File: config.mk
export PLATFORM = sky130hd
export DESIGN_NAME = otdr_shot_sequencer
export DESIGN_NICKNAME = d
export VERILOG_FILES = /design/src/rtl/otdr_pkg.sv /design/src/rtl/otdr_cycle_counter.sv /design/src/rtl/otdr_shot_sequencer.sv
export SDC_FILE = /design/constraint.sdc
export NUM_CORES = 1
export LEC_CHECK = 0
export ABC_AREA = 1
export CAP_MARGIN = 20
export CORE_MARGIN = 1.5
export CORE_UTILIZATION = 45
export DETAILED_ROUTE_END_ITERATION = 12
export PLACE_DENSITY = 0.72
export SLEW_MARGIN = 10
export SYNTH_ARGS = -nofsm -noshare
export SYNTH_HDL_FRONTEND = slang
export SYNTH_SLANG_ARGS = --single-unit
File: constraint.sdc
create_clock -name clock -period 2.3 [get_ports clock]
set_clock_uncertainty 0.05 [all_clocks]
set_input_delay 0.23 -clock clock [delete_from_list [all_inputs] [get_ports clock]]
set_output_delay 0.23 -clock clock [all_outputs]
set_load 0.02 [all_outputs]
File: src/rtl/otdr_pkg.sv
// Shared types and widths for the OTDR shot sequencer.
package otdr_pkg;

    localparam int unsigned OTDR_PW_W     = 8;
    localparam int unsigned OTDR_SHOT_W   = 16;
    localparam int unsigned OTDR_SETTLE_W = 8;

    typedef enum logic [2:0] {
        StIdle,
        StLoad,
        StSettle,
        StRun,
        StDone
    } otdr_state_e;

    // A shot needs at least one pulse cycle and the pulse must fit inside the period.
    function automatic logic otdr_cfg_ok(input logic [OTDR_PW_W-1:0]   width,
                                         input logic [OTDR_PW_W-1:0]   period,
                                         input logic [OTDR_SHOT_W-1:0] shots);
        return (shots != '0) && (width != '0) && (width <= period);
    endfunction

endpackage

File: src/rtl/otdr_cycle_counter.sv
// Loadable down-counter with a zero flag; saturates at zero.
module otdr_cycle_counter #(
    parameter int unsigned Width = 8
) (
    input  logic             clock,
    input  logic             reset_sync,
    input  logic             load,
    input  logic [Width-1:0] load_value,
    input  logic             dec,
    output logic             zero
);

    logic [Width-1:0] count_q, count_d;

    always_comb begin
        count_d = count_q;
        if (load) begin
            count_d = load_value;
        end else if (dec && (count_q != '0)) begin
            count_d = count_q - Width'(1);
        end
    end

    always_ff @(posedge clock) begin
        if (reset_sync) begin
            count_q <= '0;
        end else begin
            count_q <= count_d;
        end
    end

    assign zero = (count_q == '0);

endmodule

File: src/rtl/otdr_shot_sequencer.sv
// Sequences one OTDR acquisition: latch config, settle the pulse generator in reset,
// then release it for a fixed number of periods while mirroring its period counter.
module otdr_shot_sequencer
    import otdr_pkg::*;
(
    input  logic                     clock,
    input  logic                     reset_sync,
    input  logic                     start,
    input  logic                     abort,
    input  logic [OTDR_PW_W-1:0]     cfg_width,
    input  logic [OTDR_PW_W-1:0]     cfg_period,
    input  logic [OTDR_SHOT_W-1:0]   cfg_shots,
    input  logic [OTDR_SETTLE_W-1:0] cfg_settle,
    output logic                     pt_reset,
    output logic [OTDR_PW_W-1:0]     pt_width,
    output logic [OTDR_PW_W-1:0]     pt_period,
    output logic                     shot_strobe,
    output logic [OTDR_SHOT_W-1:0]   shot_index,
    output logic                     busy,
    output logic                     done,
    output logic                     aborted,
    output logic                     cfg_error
);

    otdr_state_e state_q, state_d;

    logic [OTDR_PW_W-1:0]     pc_q, pc_d;
    logic [OTDR_SHOT_W-1:0]   shot_q, shot_d, shot_inc;
    logic [OTDR_PW_W-1:0]     width_q, period_q;
    logic [OTDR_SHOT_W-1:0]   shots_q;
    logic [OTDR_SETTLE_W-1:0] settle_q;

    logic pt_reset_q, shot_strobe_q, busy_q, done_q, aborted_q, cfg_error_q;

    logic accept, reject, abort_hit;
    logic cnt_load, cnt_dec, cnt_zero;

    assign accept    = (state_q == StIdle) && start && otdr_cfg_ok(cfg_width, cfg_period, cfg_shots);
    assign reject    = (state_q == StIdle) && start && !otdr_cfg_ok(cfg_width, cfg_period, cfg_shots);
    assign abort_hit = (state_q != StIdle) && abort;
    assign shot_inc  = shot_q + OTDR_SHOT_W'(1);

    // Counter is loaded with settle-1 so its zero flag marks the last SETTLE cycle.
    otdr_cycle_counter #(
        .Width (OTDR_SETTLE_W)
    ) u_settle_cnt (
        .clock      (clock),
        .reset_sync (reset_sync),
        .load       (cnt_load),
        .load_value (settle_q - OTDR_SETTLE_W'(1)),
        .dec        (cnt_dec),
        .zero       (cnt_zero)
    );

    always_comb begin
        state_d  = state_q;
        pc_d     = pc_q;
        shot_d   = shot_q;
        cnt_load = 1'b0;
        cnt_dec  = 1'b0;

        unique case (state_q)
            StIdle: begin
                if (accept) begin
                    state_d = StLoad;
                    shot_d  = '0;
                end
            end
            StLoad: begin
                pc_d = '0;
                if (settle_q != '0) begin
                    state_d  = StSettle;
                    cnt_load = 1'b1;
                end else begin
                    state_d = StRun;
                end
            end
            StSettle: begin
                cnt_dec = 1'b1;
                if (cnt_zero) begin
                    state_d = StRun;
                end
            end
            StRun: begin
                if (pc_q == period_q) begin
                    pc_d   = '0;
                    shot_d = shot_inc;
                    if (shot_inc == shots_q) begin
                        state_d = StDone;
                    end
                end else begin
                    pc_d = pc_q + OTDR_PW_W'(1);
                end
            end
            StDone: begin
                state_d = StIdle;
            end
            default: begin
                state_d = StIdle;
            end
        endcase

        // Abort freezes the shot count at the last completed shot.
        if (abort_hit) begin
            state_d = StIdle;
            shot_d  = shot_q;
        end
    end

    always_ff @(posedge clock) begin
        if (reset_sync) begin
            state_q       <= StIdle;
            pc_q          <= '0;
            shot_q        <= '0;
            width_q       <= '0;
            period_q      <= '0;
            shots_q       <= '0;
            settle_q      <= '0;
            pt_reset_q    <= 1'b1;
            shot_strobe_q <= 1'b0;
            busy_q        <= 1'b0;
            done_q        <= 1'b0;
            aborted_q     <= 1'b0;
            cfg_error_q   <= 1'b0;
        end else begin
            state_q <= state_d;
            pc_q    <= pc_d;
            shot_q  <= shot_d;
            if (accept) begin
                width_q  <= cfg_width;
                period_q <= cfg_period;
                shots_q  <= cfg_shots;
                settle_q <= cfg_settle;
            end
            // Outputs are registered from the next state so they line up with it.
            pt_reset_q    <= (state_d != StRun);
            shot_strobe_q <= (state_d == StRun) && (pc_d == '0);
            busy_q        <= (state_d != StIdle);
            done_q        <= (state_d == StDone);
            aborted_q     <= abort_hit;
            cfg_error_q   <= reject;
        end
    end

    assign pt_reset    = pt_reset_q;
    assign pt_width    = width_q;
    assign pt_period   = period_q;
    assign shot_strobe = shot_strobe_q;
    assign shot_index  = shot_q;
    assign busy        = busy_q;
    assign done        = done_q;
    assign aborted     = aborted_q;
    assign cfg_error   = cfg_error_q;

endmodule

==> run metrics <==
max_slew headroom=~69%; CP Data Arrival Time=2.47 ns; CP bufs+invs=4; Vias=just under 5000; fin nets=approximately 850; critical path class=reg -> reg; Routed WL=around 13 mm; CTS root buf=clkbuf_8; CP delay by family, top=simple AND/OR/NAND/NOR gates; clk_lat worst skew=~0.36 ns; largest net degree at the start of global routing=~60; Gate Count Post-Synth=685; # fillers=~900; worst vdd ir=around 0.49 mV; core footprint=just under 10000 sq um; unrepaired setup endpoints after global routing=true; max-slew violations=0; gr usage total=about 24%; H-tree Lvls=3; Synthesis Warnings=0; post-DP HPWL=9.35 mm; Max Cap Viol=0; Initial Utilization=46.2%; # DRC=0; total gr overflow=0; cell with the most instances after synthesis=nand2_1; Worst Tran Pin Value=between 0.4 and 0.5 ns; Cell Chain, Critical Path=buf_6 -> nand2_4 -> nor2_4 -> buf_12 -> nand3_4 -> nand2_2 -> buf_4 -> nand3_2 -> nand2_1 -> nor2_1 -> nand2_1 -> nor2_1 -> nand2_1 -> nand2_2 -> nand2_2 -> nand2_2 -> buf_4 -> nor3_2; CP most frequent cell=nand2_2; wire per inst=13.8 um; Max stage delay on crit path=around 0.39 ns; DRT antenna net count=0; Min-Delay Startpoint=pt_width[3]; Power, Total=5.24 mW; final hold violations=0; Syn Area/Cell=6.60 sq um; maximum buffer depth of the clock tree=2; cts hold-fix bufs=0; share of cells above drive strength 1=between 10 and 15%; 1st-pass router iterations=5; initial antenna violation count=0; Critical Path Source Type=flop; PD cells=858 nW/um^2; row count=36; gp weighted congestion=between 0.9 and 1; commonest register cell after synthesis=dfxtp_1; vias in the first global route=~4600; Final Critical Period=2.23 ns; CP required=around 2.5 ns; final setup fails=0; register area share after synthesis=35.9%; global-route wire length before repair=approximately 20 mm; Die Ht=between 100 and 150 um; synthesized flop and latch total=81; Yosys top cell area share=35.9%; I/O Pins=82; Synth-to-Final Area Change=35.3%; worst flop-to-flop path startpoint=shot_index[1]; crit path from=shot_index[1]; total die area=~11000 sq um; period utilization=~97%; EDFF count, synth=0; critical path endpoint category=flop; Starting DRT DRC Count=between 200 and 250; count of input and output buffers=81; Crit-path slowest cell=dfxtp_4; Synth area leader=dfxtp_1; Syn Nets=740; Sink Count=just over 80; Hold Crit Class=reg -> reg; clock-pin transition on the worst setup and hold timing paths=around 0.090 ns; Vias/cell=slightly above 5; Netlist cell types=35; Static Leak=between 2 and 3 nW; status=finished clean; TritonCTS clock tree=done; chip width=just over 100 um; achievable frequency=448 MHz; worst-path maximum fanout=6; Synth top cells by count=nand2_1, inv_1, dfxtp_1; # diodes=0; ys async rst share=0%; synthesized area=around 4500 sq um; top cells by area, synth=dfxtp_1, nand2_1, inv_1, o21ai_0, a21oi_1; CTS Buf Count=9; final design utilization=62.5%
## power by group
part | switching (mW) | internal, mW
Sequential | 0.215 | 1.66
Combinational | 1.31 | 0.926
Clock | 0.564 | 0.567
Total | 2.09 | 3.15
## state kept, by name, summed over array words and instances, names as in the netlist, 3 cells and up
register	cells
shot_index	16
shots_q	16
pc_q	8
pt_period	8
pt_width	8
settle_q	8
u_settle_cnt.count_q	8
state_q	3
## routing by layer
layer  vias to the layer above  wire length, um  global-route usage (%)
met1                      2196             5500                    28.7
met4                         0              327                    9.36
li1                       2440                -                       -
met3                        30              609                    4.70
met5                         -                0                       0
met2                       144             6350                    43.4
## final cells by class
type	count	area (sq um)	area share, %
Tap cell	133	166	2.72
Multi-Input combinational cell	463	2500	41.0
Timing Repair Buffer	117	1150	18.8
Clock inverter	5	63.8	1.04
Sequential cell	81	1640	26.8
Clock buffer	11	151	2.48
Inverter	118	443	7.25
## per-stage QoR
stage / hold slack (ns) / setup slack, ns / setup TNS (ns) / cell area, sq um / std cells
after floorplan: 0.366 / 0.229 / 0 / 4520 / 685
after global placement: 0.387 / -0.220 / -8.37 / 5620 / 902
after detailed placement: 0.390 / -0.317 / -11.36 / 5620 / 902
after CTS: 0.405 / 0.00353 / 0 / 5850 / 918
after global routing: 0.422 / -0.0641 / -0.160 / 6110 / 928
final: 0.402 / 0.0691 / 0 / 6110 / 928
## placed cells by master, fill, tap and decap left out, drive strengths merged, types with 3 or more instances in the layout
master         Yosys  layout
nor2              55      55
nor4              11      11
ha                11      11
clkinv             0       3
dfxtp             81      81
xor2               5       5
inv              118     118
nand2            141     141
clkbuf            18      12
o22ai              6       6
nand4             13      13
o211ai             4       4
nand3             52      52
buf                5      35
xnor2              6       6
a22oi              3       3
clkdlybuf4s50      0      81
nor3              13      13
o21ai             74      74
a21oi             64      64
## tightest hold or removal path, delay by kind of cell, from the launching register on
kind                   cells  cell delay, ns
AO/OA/AOI/OAI              1            0.05
buffers and inverters      1            0.05
flip-flops                 1            0.32
## worst paths after layout
kind                               endpoint  slack [ns]  cells after the start
worst max-delay path            shot_strobe        0.07                     18
worst min-delay path            pt_width[3]        0.40                      2
worst max register to register  shot_strobe        0.07                     18
worst min register to register  pt_width[3]        0.40                      2
## logic make-up after synthesis
| logic type | count (synthesis) | share of synthesized area, % |
|---|---|---|
| AO/OA/AOI/OAI | 153 | 17.7 |
| XOR/XNOR | 11 | 2.13 |
| AND/OR/NAND/NOR | 288 | 29.0 |
| flip-flops | 81 | 35.9 |
| buffers and inverters | 141 | 12.2 |
| adder cells (fa/ha/maj) | 11 | 3.05 |
## timing repair
action / in CTS / in global routing
resized for setup: 2 / 60
buffers inserted: 0 / 9
endpoints found under the setup margin: 2 / 53
pin swaps: 1 / 21
gates cloned: 0 / 1
(Power assumes the default switching activity.)
